File: src/rtl/uart_rx_voter.sv
// uart_rx_voter: oversampling 8N1 UART receiver with a 2-FF input synchronizer,
// 3-sample majority voting per bit, false-start rejection and framing-error
// reporting with break handling.
// Optional build macro UART_RX_PARITY_EN: adds one even-parity bit between the
// data bits and the stop bit, plus a parity_err pulse output.
module uart_rx_voter #(
    parameter int CLK_PER_BIT = 16,
    parameter int CNT_W       = $clog2(CLK_PER_BIT)
) (
    input  logic       clk,
    input  logic       rst_n,
    input  logic       rx_serial_line,
    output logic [7:0] rx_data,
    output logic       rx_ready,
    output logic       frame_err,
`ifdef UART_RX_PARITY_EN
    output logic       parity_err,
`endif
    output logic       busy
);

    localparam int M = CLK_PER_BIT / 2;

    // Counter values at which the three votes are taken and the bit period ends.
    localparam logic [CNT_W-1:0] CNT_S0   = CNT_W'(M - 1);
    localparam logic [CNT_W-1:0] CNT_S1   = CNT_W'(M);
    localparam logic [CNT_W-1:0] CNT_DEC  = CNT_W'(M + 1);
    localparam logic [CNT_W-1:0] CNT_LAST = CNT_W'(CLK_PER_BIT - 1);

    typedef enum logic [2:0] {
        IDLE,
        START,
        DATA,
`ifdef UART_RX_PARITY_EN
        PARITY,
`endif
        STOP,
        BRK
    } state_t;

    state_t           state_q, state_d;
    logic [1:0]       sync_q, sync_d;
    logic [CNT_W-1:0] cnt_q, cnt_d;
    logic [2:0]       bit_idx_q, bit_idx_d;
    logic [1:0]       samp_q, samp_d;
    logic [7:0]       shift_q, shift_d;
    logic [7:0]       rx_data_q, rx_data_d;
    logic             rx_ready_q, rx_ready_d;
    logic             frame_err_q, frame_err_d;
    logic             busy_q, busy_d;
`ifdef UART_RX_PARITY_EN
    logic             par_q, par_d;
    logic             parity_err_q, parity_err_d;
`endif

    logic rx_s;
    logic vote;

    // Synchronized line; the second stage is the only copy any decision uses.
    assign rx_s = sync_q[1];

    // Majority of the samples at M-1, M and the live sample at M+1.
    assign vote = (samp_q[0] & samp_q[1]) | (samp_q[0] & rx_s) | (samp_q[1] & rx_s);

    // Next-state logic: synchronizer shift, bit timing, voting and frame FSM.
    always_comb begin
        state_d     = state_q;
        sync_d      = {sync_q[0], rx_serial_line};
        cnt_d       = (cnt_q == CNT_LAST) ? '0 : cnt_q + 1'b1;
        bit_idx_d   = bit_idx_q;
        samp_d      = samp_q;
        shift_d     = shift_q;
        rx_data_d   = rx_data_q;
        rx_ready_d  = 1'b0;
        frame_err_d = 1'b0;
`ifdef UART_RX_PARITY_EN
        par_d        = par_q;
        parity_err_d = 1'b0;
`endif

        if (cnt_q == CNT_S0) samp_d[0] = rx_s;
        if (cnt_q == CNT_S1) samp_d[1] = rx_s;

        case (state_q)
            IDLE: begin
                cnt_d = '0;
                if (!rx_s) state_d = START;
            end
            START: begin
                // A start bit that votes high at mid-bit was noise.
                if (cnt_q == CNT_DEC && vote) begin
                    state_d = IDLE;
                    cnt_d   = '0;
                end else if (cnt_q == CNT_LAST) begin
                    state_d   = DATA;
                    bit_idx_d = 3'd0;
                end
            end
            DATA: begin
                if (cnt_q == CNT_DEC) shift_d = {vote, shift_q[7:1]};
                if (cnt_q == CNT_LAST) begin
                    if (bit_idx_q == 3'd7) begin
`ifdef UART_RX_PARITY_EN
                        state_d = PARITY;
`else
                        state_d = STOP;
`endif
                    end else begin
                        bit_idx_d = bit_idx_q + 3'd1;
                    end
                end
            end
`ifdef UART_RX_PARITY_EN
            PARITY: begin
                if (cnt_q == CNT_DEC) par_d = vote;
                if (cnt_q == CNT_LAST) state_d = STOP;
            end
`endif
            STOP: begin
                // Decide at mid-stop so a back-to-back start bit is not missed.
                if (cnt_q == CNT_DEC) begin
                    cnt_d = '0;
                    if (vote) begin
                        state_d = IDLE;
`ifdef UART_RX_PARITY_EN
                        if (^{shift_q, par_q}) begin
                            parity_err_d = 1'b1;
                        end else begin
                            rx_data_d  = shift_q;
                            rx_ready_d = 1'b1;
                        end
`else
                        rx_data_d  = shift_q;
                        rx_ready_d = 1'b1;
`endif
                    end else begin
                        frame_err_d = 1'b1;
                        state_d     = BRK;
                    end
                end
            end
            BRK: begin
                // A line held low is a break, not a new start bit.
                cnt_d = '0;
                if (rx_s) state_d = IDLE;
            end
            default: begin
                state_d = IDLE;
                cnt_d   = '0;
            end
        endcase

        busy_d = (state_d != IDLE);
    end

    // State and registered outputs.
    // NOTE: every flop here is assigned with <= so all of them update from the
    // same pre-edge values; the data-path registers are reset too, since
    // rx_data must read 8'h00 after any reset, including one mid-frame.
    always_ff @(posedge clk or negedge rst_n) begin
        if (!rst_n) begin
            state_q     <= IDLE;
            sync_q      <= 2'b11;
            cnt_q       <= '0;
            bit_idx_q   <= 3'd0;
            samp_q      <= 2'b11;
            shift_q     <= 8'h00;
            rx_data_q   <= 8'h00;
            rx_ready_q  <= 1'b0;
            frame_err_q <= 1'b0;
            busy_q      <= 1'b0;
`ifdef UART_RX_PARITY_EN
            par_q        <= 1'b0;
            parity_err_q <= 1'b0;
`endif
        end else begin
            state_q     <= state_d;
            sync_q      <= sync_d;
            cnt_q       <= cnt_d;
            bit_idx_q   <= bit_idx_d;
            samp_q      <= samp_d;
            shift_q     <= shift_d;
            rx_data_q   <= rx_data_d;
            rx_ready_q  <= rx_ready_d;
            frame_err_q <= frame_err_d;
            busy_q      <= busy_d;
`ifdef UART_RX_PARITY_EN
            par_q        <= par_d;
            parity_err_q <= parity_err_d;
`endif
        end
    end

    assign rx_data   = rx_data_q;
    assign rx_ready  = rx_ready_q;
    assign frame_err = frame_err_q;
    assign busy      = busy_q;
`ifdef UART_RX_PARITY_EN
    assign parity_err = parity_err_q;
`endif

endmodule

File: config.mk
export PLATFORM = sky130hd
export DESIGN_NAME = uart_rx_voter
export DESIGN_NICKNAME = d
export VERILOG_FILES = /design/src/rtl/uart_rx_voter.sv
export SDC_FILE = /design/constraint.sdc
export NUM_CORES = 1
export LEC_CHECK = 0
export ABC_AREA = 1
export ABC_CLOCK_PERIOD_IN_PS = 4100
export CORE_MARGIN = 2
export CORE_UTILIZATION = 30
export DETAILED_ROUTE_END_ITERATION = 6
export PLACE_DENSITY = 0.47
export SLEW_MARGIN = 0
export SYNTH_ARGS = -nofsm -noshare
export SYNTH_HDL_FRONTEND = slang
export SYNTH_SLANG_ARGS = --single-unit
File: constraint.sdc
create_clock -name clk -period 4.1 [get_ports clk]
set_clock_uncertainty 0.05 [all_clocks]
set_input_delay 1.025 -clock clk [delete_from_list [all_inputs] [get_ports clk]]
set_output_delay 1.025 -clock clk [all_outputs]
set_load 0.005 [all_outputs]
==> results.txt, run 1 <==
----------------------------------------------------
[Status]
  Outcome ... completed

[Routing]
  Antenna Nets Post-Route ... 0
  WL final ... 2.70 mm
  Total number of vias ... 1062
  DR DRC count ... 0
  Post-DR wirelength/cell ... 10.7 um
  Detailed-router iteration count before antenna repair ... 4
  Vias per cell ... 4.23
  First-iteration detailed-routing DRC count ... 56

[Global route]
  Initial antenna violation count ... 0
  Global-route met2 utilization ... 0.188
  Met1 capacity usage during global routing ... 0.125
  Total routing resource utilization after global routing ... 0.107
  Overflow left after global routing ... 0
  Grt peak-use layer ... met2
  Largest net degree at the start of global routing ... 34
  Met3 Usage GRT ... 0.0250
  First-pass GRT wire length ... 4.97 mm
  Via count of the first global-routing pass ... 1118

[STA]
  Final critical-path required period ... 2220 ps
  Highest clock frequency the design can meet ... 450 MHz
  Number of hold violations in the final report ... 0
  Share of the cycle needed by the critical path after routing ... 0.542
  Setup tns final ... 0 ps
  Pins Over Slew Limit ... 0
  Transition at the pin with the smallest max-transition slack ... 416 ps
  Relative max-transition margin ... 0.723
  Setup violators final ... 0
  Setup repair after global routing missed its margin ... false

[Logic synthesis]
  Mapped Cells ... 159
  Count of different cell masters after synthesis ... 27
  Average cell area after synthesis ... 9.76 um^2
  Flop and latch count out of synthesis ... 33
  Warnings from Yosys ... 0
  Fraction of the yosys area taken by sequential cells ... 0.535
  Post-Syn Nets ... 167
  Cell area after synthesis ... 1550 um^2
  Top cells by area, synth ... dfrtp_1, nand2_1, dfstp_2
  Top cell type by total area after synthesis ... dfrtp_1
  Yosys top cell area share ... 0.468

[Clocking]
  TritonCTS buffer count ... 5
  PostCTS Resize Cnt ... 0
  Clk sink count ... 33
  CTS H-Tree Depth ... 2
  Root buf cell ... clkbuf_8
  TritonCTS clock tree ... yes
  CTS clock-pin slew for the worst setup and hold paths ... 60 ps
  Post-CTS setup buffer count ... 0
  Max clock buf depth ... 2
  Insertion delay to the later sink of the worst-skew pair ... 280 ps
  Hold-fix buffers, CTS ... 0

[Critical path]
  Critical-path maximum fanout ... 2
  Arr. time, crit path ... 1150 ps
  Kind of start point of the critical path ... register
  Cell class contributing the biggest share of worst-path delay ... buffers and inverters
  Slowest CP cell ... clkdlybuf4s50_1
  Setup CP Type ... register to output pin
  Delay contributed by the slowest stage of the critical path ... 510 ps
  Worst Path Required ... 3020 ps
  Series of cell instances along the critical path ... clkdlybuf4s50_1
  Crit path capture type ... output pin
  Combined buffer and inverter count along the critical path ... 1

[Power and ir drop]
  Sw Share ... 0.328
  Net Sw Power ... 0.301 mW
  Sequential group share of total power ... 0.448
  Power per Cell Area ... 488 nW/um^2
  Total power of the final layout ... 0.916 mW
  Internal power contribution ... 0.616 mW
  Leakage ... 0.990 nW
  Peak supply drop ... 0.175 mV
  Logic gate share of total power ... 0.267
  Clock network fraction of design power ... 0.285

[Cells and area]
  Area of the multi-input gates ... 621 um^2
  Antenna diodes ... 0
  FILL cells ... 510
  Final Net Count ... 188
  Area overhead of the layout relative to synthesis ... 21.0%
  Proportion of layout cells with a drive suffix above 1 ... 0.227
  Sequential cell area in the final layout ... 831 um^2

[Floorplan]
  Core outline area ... 5040 um^2
  Floorplan row count ... 26
  Die extent in y ... 75.9 um
  Die extent in x ... 75.9 um
  Initial core utilization ... 0.308
  Die area ... 5760 um^2
  Number of ports placed on the die boundary ... 14

[Place]
  Final Wtd Congestion ... 0.695
  HPWL Detailed ... 2.04 mm
  Number of buffers added on ports ... 13

[Flow run]
  Number of max-cap violations ... 0

[Worst hold path]
  Worst hold-check path type ... register to register

----------------------------------------------------
-- through the flow --
step                      worst slack (ps)  cell area, um^2  std cells  utilization  hold WS (ps)
after global routing                  1820             1880        251        0.372           323
after detailed placement              2180             1780        243        0.352           306
after global placement                2180             1780        243        0.352           297
final                                 1880             1880        251        0.372           313
after floorplan                       2650             1550        159            -           295
after CTS                             1860             1880        251        0.372           316
-- placed cells by master, fill, tap and decap left out, types with 2 or more instances in the layout --
| master | count |
|---|---|
| a21oi_1 | 2 |
| clkbuf_8 | 7 |
| clkdlybuf4s50_1 | 13 |
| dfrtp_1 | 29 |
| dfstp_2 | 4 |
| ha_1 | 5 |
| inv_1 | 19 |
| inv_2 | 6 |
| mux2_2 | 6 |
| nand2_1 | 36 |
| nand2_2 | 2 |
| nand3_1 | 7 |
| nand3_4 | 2 |
| nor2_1 | 11 |
| nor2_2 | 2 |
| nor2_8 | 2 |
| o21ai_0 | 11 |
| o21ai_1 | 4 |
-- metal layers --
layer / wire length (um) / vias to the layer above
met5: 0 / -
met4: 20 / 0
met3: 71 / 2
met2: 1420 / 13
met1: 1190 / 507
li1: - / 540
-- flip-flops by register name (all words and copies together) (netlist names) --
| register | flops |
|---|---|
| bit_idx_q | 3 |
| rx_ready | 1 |
| busy | 1 |
| samp_q | 2 |
| sync_q | 2 |
| shift_q | 8 |
| frame_err | 1 |
| cnt_q | 4 |
| rx_data | 8 |
| state_q | 3 |
-- cells by family (layout without fill, tap and decap cells) --
logic type | Yosys count | in the layout | synth area share
buffers and inverters | 26 | 48 | 0.0645
AO/OA/AOI/OAI | 20 | 20 | 0.0750
adder cells (fa/ha/maj) | 5 | 5 | 0.0403
multiplexers | 6 | 6 | 0.0435
AND/OR/NAND/NOR | 68 | 68 | 0.235
XOR/XNOR | 1 | 1 | 0.00565
flip-flops | 33 | 33 | 0.535
-- synthesized netlist by cell type --
library cell / instances
nand2_1: 36
dfrtp_1: 29
inv_1: 19
nor2_1: 11
o21ai_0: 11
nand3_1: 7
inv_2: 6
mux2_2: 6
ha_1: 5
dfstp_2: 4
o21ai_1: 4
a21oi_1: 2
nand2_2: 2
nand3_4: 2
nor2_2: 2
nor2_8: 2
a21oi_2: 1
a21oi_4: 1
a31oi_1: 1
inv_4: 1
nand2_4: 1
nand3_2: 1
nor2_4: 1
nor3_1: 1
nor3_2: 1
or2_2: 1
xnor2_1: 1
-- worst paths after layout --
kind / start / endpoint / cells past startpoint / slack (ps)
worst min register to register: sync_q[0] / sync_q[1] / 0 / 310
max in group asynchronous: rst_n / sync_q[1] / 2 / 2560
worst max register to register: cnt_q[1] / shift_q[1] / 5 / 2540
worst min-delay path: sync_q[0] / sync_q[1] / 0 / 310
worst max-delay path: rx_data[7] / rx_data[7] / 1 / 1880
min in group asynchronous: rst_n / bit_idx_q[1] / 2 / 1110
-- power groups by stage --
stage	Clock (mW)	Sequential (mW)	Combinational (mW)
2_1_floorplan	0	0.409	0.193
3_3_place_gp	0	0.414	0.241
3_5_place_dp	0	0.416	0.249
4_1_cts	0.275	0.411	0.251
5_1_grt	0.292	0.419	0.286
6_report	0.261	0.411	0.244
-- cell type report --
| class | instances | area share |
|---|---|---|
| sequential | 33 | 0.442 |
| clock buffer | 7 | 0.0513 |
| inverter | 26 | 0.0533 |
| timing repair buffer | 14 | 0.0733 |
| tap | 70 | 0.0466 |
| multi-input combinational | 100 | 0.330 |
| clock inverter | 1 | 0.00266 |
Power figures use the tool's default switching activity.
==> run 2: changes to the inputs <==
--- a/config.mk
+++ b/config.mk
@@ -6,7 +6,7 @@
 export NUM_CORES = 1
 export LEC_CHECK = 0
 export ABC_AREA = 1
-export ABC_CLOCK_PERIOD_IN_PS = 4100
+export ABC_CLOCK_PERIOD_IN_PS = 2100
 export CORE_MARGIN = 2
 export CORE_UTILIZATION = 30
 export DETAILED_ROUTE_END_ITERATION = 6
==> constraint.sdc (replaced) <==
create_clock -name clk -period 2.1 [get_ports clk]
set_clock_uncertainty 0.05 [all_clocks]
set_input_delay 0.525 -clock clk [delete_from_list [all_inputs] [get_ports clk]]
set_output_delay 0.525 -clock clk [all_outputs]
set_load 0.005 [all_outputs]
==> results.txt, run 2 (same netlist as run 1, synthesis figures left out) <==
----------------------------------------------------
[Critical path]
  Delay contributed by the slowest stage of the critical path ... 510 ps
  Reg2reg setup slack ... 560 ps
  Setup CP Type ... register to output pin
  Slowest CP cell ... clkdlybuf4s50_1
  Worst Path Required ... 1520 ps
  Critical-path maximum fanout ... 2
  Number of cells traversed by the worst register-to-register path ... 5
  Cell class contributing the biggest share of worst-path delay ... buffers and inverters
  Kind of start point of the critical path ... register
  Series of cell instances along the critical path ... clkdlybuf4s50_1
  Combined buffer and inverter count along the critical path ... 1
  Worst reg2reg endpoint ... shift_q[1]
  Reg-to-Reg Start ... cnt_q[1]
  Arr. time, crit path ... 1150 ps
  Crit path capture type ... output pin

[Clocking]
  Insertion delay to the later sink of the worst-skew pair ... 280 ps
  PostCTS Resize Cnt ... 0
  Clk sink count ... 33
  Root buf cell ... clkbuf_8
  Post-CTS setup buffer count ... 0
  TritonCTS clock tree ... yes
  CTS clock-pin slew for the worst setup and hold paths ... 60 ps
  CTS H-Tree Depth ... 2
  Hold-fix buffers, CTS ... 0
  TritonCTS buffer count ... 5
  Max clock buf depth ... 2

[Routing]
  Post-DR wirelength/cell ... 11.2 um
  Uppermost layer routed ... met4
  Met2 routed WL ... 1.34 mm
  DR DRC count ... 0
  WL final ... 2.79 mm
  Met3 wire length ... 103 um
  Detailed-route wire length on metal 1 ... 1.30 mm
  Vias per cell ... 4.21
  Detailed-router iteration count before antenna repair ... 4
  Antenna Nets Post-Route ... 0
  Total number of vias ... 1053
  First-iteration detailed-routing DRC count ... 48

[Cells and area]
  Commonest cells after routing, fill and taps aside ... nand2_1, dfrtp_1, inv_1
  Antenna diodes ... 0
  Final Net Count ... 188
  Most frequent standard cell in the layout excluding fill and tap cells ... nand2_1
  Area overhead of the layout relative to synthesis ... 20.1%
  Proportion of layout cells with a drive suffix above 1 ... 0.217

[STA]
  Relative max-transition margin ... 0.720
  Share of the cycle needed by the critical path after routing ... 0.819
  Pins Over Slew Limit ... 0
  Highest clock frequency the design can meet ... 581 MHz
  Setup tns final ... 0 ps
  Setup repair after global routing missed its margin ... false
  Setup violators final ... 0
  Final critical-path required period ... 1720 ps
  Worst setup slack after layout ... 380 ps
  Number of hold violations in the final report ... 0
  Transition at the pin with the smallest max-transition slack ... 420 ps

[Floorplan]
  Number of ports placed on the die boundary ... 14
  Core outline area ... 5040 um^2
  Die extent in y ... 75.9 um
  Floorplan row count ... 26
  Initial core utilization ... 0.308
  Die extent in x ... 75.9 um
  Die area ... 5760 um^2

[Place]
  Number of buffers added on ports ... 13
  HPWL Detailed ... 2.08 mm
  Final Wtd Congestion ... 0.788
  Worst setup slack before clock tree synthesis ... 545 ps

[Global route]
  Via count of the first global-routing pass ... 1160
  Overflow left after global routing ... 0
  Total routing resource utilization after global routing ... 0.114
  Initial antenna violation count ... 0
  Largest net degree at the start of global routing ... 34
  First-pass GRT wire length ... 5.29 mm

[Power and ir drop]
  Clock network fraction of design power ... 0.269
  Leakage ... 0.981 nW
  Peak supply drop ... 0.418 mV
  Power per Cell Area ... 935 nW/um^2
  Sw Share ... 0.331
  Logic gate share of total power ... 0.271
  Internal power contribution ... 1.17 mW
  Sequential group share of total power ... 0.461
  Net Sw Power ... 0.576 mW

[Status]
  Outcome ... completed

[Worst hold path]
  Hold EP ... sync_q[1]
  Source of the worst hold timing path ... sync_q[0]
  Worst hold-check path type ... register to register
  Number of cells on the worst hold path ... 0

[Flow run]
  Number of max-cap violations ... 0

----------------------------------------------------
==> run 2: cell count changes in the layout (fill, tap and decap cells not counted), sizes merged <==
cell / before / now
clkinv: 1 / 0
==> run 2: cell type report <==
class | instances | area (um^2)
clock buffer | 7 | 86.3
fill | 520 | 3180
multi-input combinational | 100 | 621
tap | 70 | 87.6
timing repair buffer | 14 | 138
inverter | 26 | 100
sequential | 33 | 831
==> run 2: power groups by stage <==
stage	sequential, mW	combinational (mW)	clock, mW
floorplan	0.799	0.376	0
global route	0.816	0.554	0.518
finish	0.802	0.472	0.468
CTS	0.804	0.480	0.485
global placement	0.812	0.474	0
detailed placement	0.814	0.478	0
==> run 2: worst max path at each step <==
stage	startpoint	endpoint	slack (ps)	cells past startpoint
2_1_floorplan	cnt_q[1]	shift_q[0]	650	5
3_3_place_gp	cnt_q[0]	bit_idx_q[2]	580	8
3_5_place_dp	cnt_q[1]	shift_q[1]	550	5
4_1_cts	rx_data[5]	rx_data[5]	350	1
5_1_grt	rx_data[5]	rx_data[5]	310	1
6_report	rx_data[7]	rx_data[7]	380	1
==> run 2: metrics by stage <==
stage	std cells	utilization	cell area, um^2	hold slack [ps]	power [mW]
global route	250	0.369	1860	315	1.89
finish	250	0.369	1860	310	1.74
floorplan	159	-	1550	179	1.18
global placement	243	0.352	1780	303	1.29
CTS	250	0.369	1860	312	1.77
detailed placement	243	0.352	1780	303	1.29
==> run 2: per-layer routing <==
metal  up-vias  GRT usage
li1        539          -
met2        12      0.188
met5         -          0
met4         0     0.0382
met1       497      0.140
met3         5     0.0369
==> run 3: changes to the inputs <==
--- a/config.mk
+++ b/config.mk
@@ -6,7 +6,7 @@
 export NUM_CORES = 1
 export LEC_CHECK = 0
 export ABC_AREA = 1
-export ABC_CLOCK_PERIOD_IN_PS = 2100
+export ABC_CLOCK_PERIOD_IN_PS = 1700
 export CORE_MARGIN = 2
 export CORE_UTILIZATION = 30
 export DETAILED_ROUTE_END_ITERATION = 6
==> constraint.sdc (replaced) <==
create_clock -name clk -period 1.7 [get_ports clk]
set_clock_uncertainty 0.05 [all_clocks]
set_input_delay 0.425 -clock clk [delete_from_list [all_inputs] [get_ports clk]]
set_output_delay 0.425 -clock clk [all_outputs]
set_load 0.005 [all_outputs]
==> results.txt, run 3 (same netlist as run 1, synthesis figures left out) <==
----------------------------------------------------
[Floorplan]
  Number of ports placed on the die boundary ... 14
  Die extent in y ... 75.9 um
  Die area ... 5760 um^2
  Floorplan row count ... 26
  Die extent in x ... 75.9 um
  Initial core utilization ... 0.308
  Core outline area ... 5040 um^2

[Cells and area]
  Area overhead of the layout relative to synthesis ... 20.6%
  Most frequent standard cell in the layout excluding fill and tap cells ... nand2_1
  FILL cells ... 507
  Post-layout utilization of the core ... 0.371
  Sequential cell area in the final layout ... 831 um^2
  Antenna diodes ... 0
  Commonest cells after routing, fill and taps aside ... nand2_1, dfrtp_1, inv_1
  Proportion of layout cells with a drive suffix above 1 ... 0.221
  Area of the multi-input gates ... 621 um^2
  Final Net Count ... 188

[Critical path]
  Delay contributed by the slowest stage of the critical path ... 510 ps
  Cell class contributing the biggest share of worst-path delay ... buffers and inverters
  Slowest CP cell ... clkdlybuf4s50_1
  Combined buffer and inverter count along the critical path ... 1
  Critical-path maximum fanout ... 2
  Kind of start point of the critical path ... register
  Setup CP Type ... register to output pin
  Series of cell instances along the critical path ... clkdlybuf4s50_1
  Arr. time, crit path ... 1150 ps
  Worst Path Required ... 1220 ps
  Crit path capture type ... output pin

[Power and ir drop]
  Power per Cell Area ... 1150 nW/um^2
  Peak supply drop ... 0.706 mV
  Leakage ... 0.986 nW

[Global route]
  Largest net degree at the start of global routing ... 34
  First-pass GRT wire length ... 5.24 mm
  Total routing resource utilization after global routing ... 0.115
  Initial antenna violation count ... 0
  Overflow left after global routing ... 0
  Via count of the first global-routing pass ... 1091

[Clocking]
  Insertion delay to the later sink of the worst-skew pair ... 280 ps
  CTS clock-pin slew for the worst setup and hold paths ... 60 ps
  TritonCTS buffer count ... 5
  Hold-fix buffers, CTS ... 0
  CTS H-Tree Depth ... 2
  Clk sink count ... 33
  PostCTS Resize Cnt ... 0
  Max clock buf depth ... 2
  TritonCTS clock tree ... yes
  Post-CTS setup buffer count ... 0
  Root buf cell ... clkbuf_8

[Routing]
  First-iteration detailed-routing DRC count ... 36
  Detailed-router iteration count before antenna repair ... 4
  Vias per cell ... 4.18
  Total number of vias ... 1049
  Antenna Nets Post-Route ... 0
  DR DRC count ... 0
  WL final ... 2.91 mm
  Post-DR wirelength/cell ... 11.6 um

[Place]
  Final Wtd Congestion ... 0.761
  HPWL Detailed ... 2.15 mm
  Number of buffers added on ports ... 13

[STA]
  Pins Over Slew Limit ... 0
  Setup tns final ... 0 ps
  Setup violators final ... 0
  Number of hold violations in the final report ... 0
  Final critical-path required period ... 1620 ps
  Share of the cycle needed by the critical path after routing ... 0.955
  Highest clock frequency the design can meet ... 616 MHz
  Transition at the pin with the smallest max-transition slack ... 235 ps
  Relative max-transition margin ... 0.843
  Setup repair after global routing missed its margin ... false

[Status]
  Outcome ... completed

[Flow run]
  Number of max-cap violations ... 0

[Worst hold path]
  Worst hold-check path type ... register to register

----------------------------------------------------
==> run 3: cell count changes in the layout (fill, tap and decap cells not counted) <==
cell / change
clkbuf_8: -1
buf_4: -1
buf_12: +1
clkinv_2: +2
==> run 3: report_power, final <==
part	leakage (nW)	switching (mW)	internal [mW]
registers	0.434	0.0867	0.902
clock network	0.0450	0.278	0.283
logic	0.507	0.374	0.220
==> run 3: stage by stage <==
stage / worst slack, ps / instances / area, um^2 / power (mW) / hold slack, ps
6_report: 76.2 / 251 / 1870 / 2.14 / 308
3_3_place_gp: 189 / 243 / 1790 / 1.59 / 295
5_1_grt: 14.1 / 251 / 1870 / 2.32 / 310
3_5_place_dp: 146 / 243 / 1790 / 1.61 / 298
2_1_floorplan: 254 / 159 / 1550 / 1.45 / 79.4
4_1_cts: 58.0 / 251 / 1870 / 2.18 / 308
==> run 3: worst register-to-register path, stage by stage (launching register included) <==
cell	delay, ps
dfrtp_1	400
inv_1	80
ha_1	180
nand3_4	140
nor2_8	210
mux2_2	370
==> run 3: worst paths after layout <==
check                      startpoint  cells past startpoint    endpoint  slack [ps]
min                         sync_q[0]                      0   sync_q[1]         310
max                        rx_data[7]                      1  rx_data[7]          80
min reg2reg                 sync_q[0]                      0   sync_q[1]         310
max in group asynchronous       rst_n                      2   samp_q[1]         900
max reg2reg                  cnt_q[1]                      5  shift_q[5]         160
min in group asynchronous       rst_n                      2    cnt_q[3]         460
==> run 3: layout make-up <==
type                    instances  area share
multi-input cells             100       0.332
repair buffers                 14      0.0802
clock buffers                   6      0.0388
well taps                      70      0.0468
inverters                      26      0.0535
flip-flops and latches         33       0.444
clock inverters                 2     0.00535
==> run 3: metal layers <==
metal	routed length (um)	GRT usage
met4	63	0.0545
met1	1310	0.137
met3	103	0.0321
met2	1430	0.195
met5	0	0
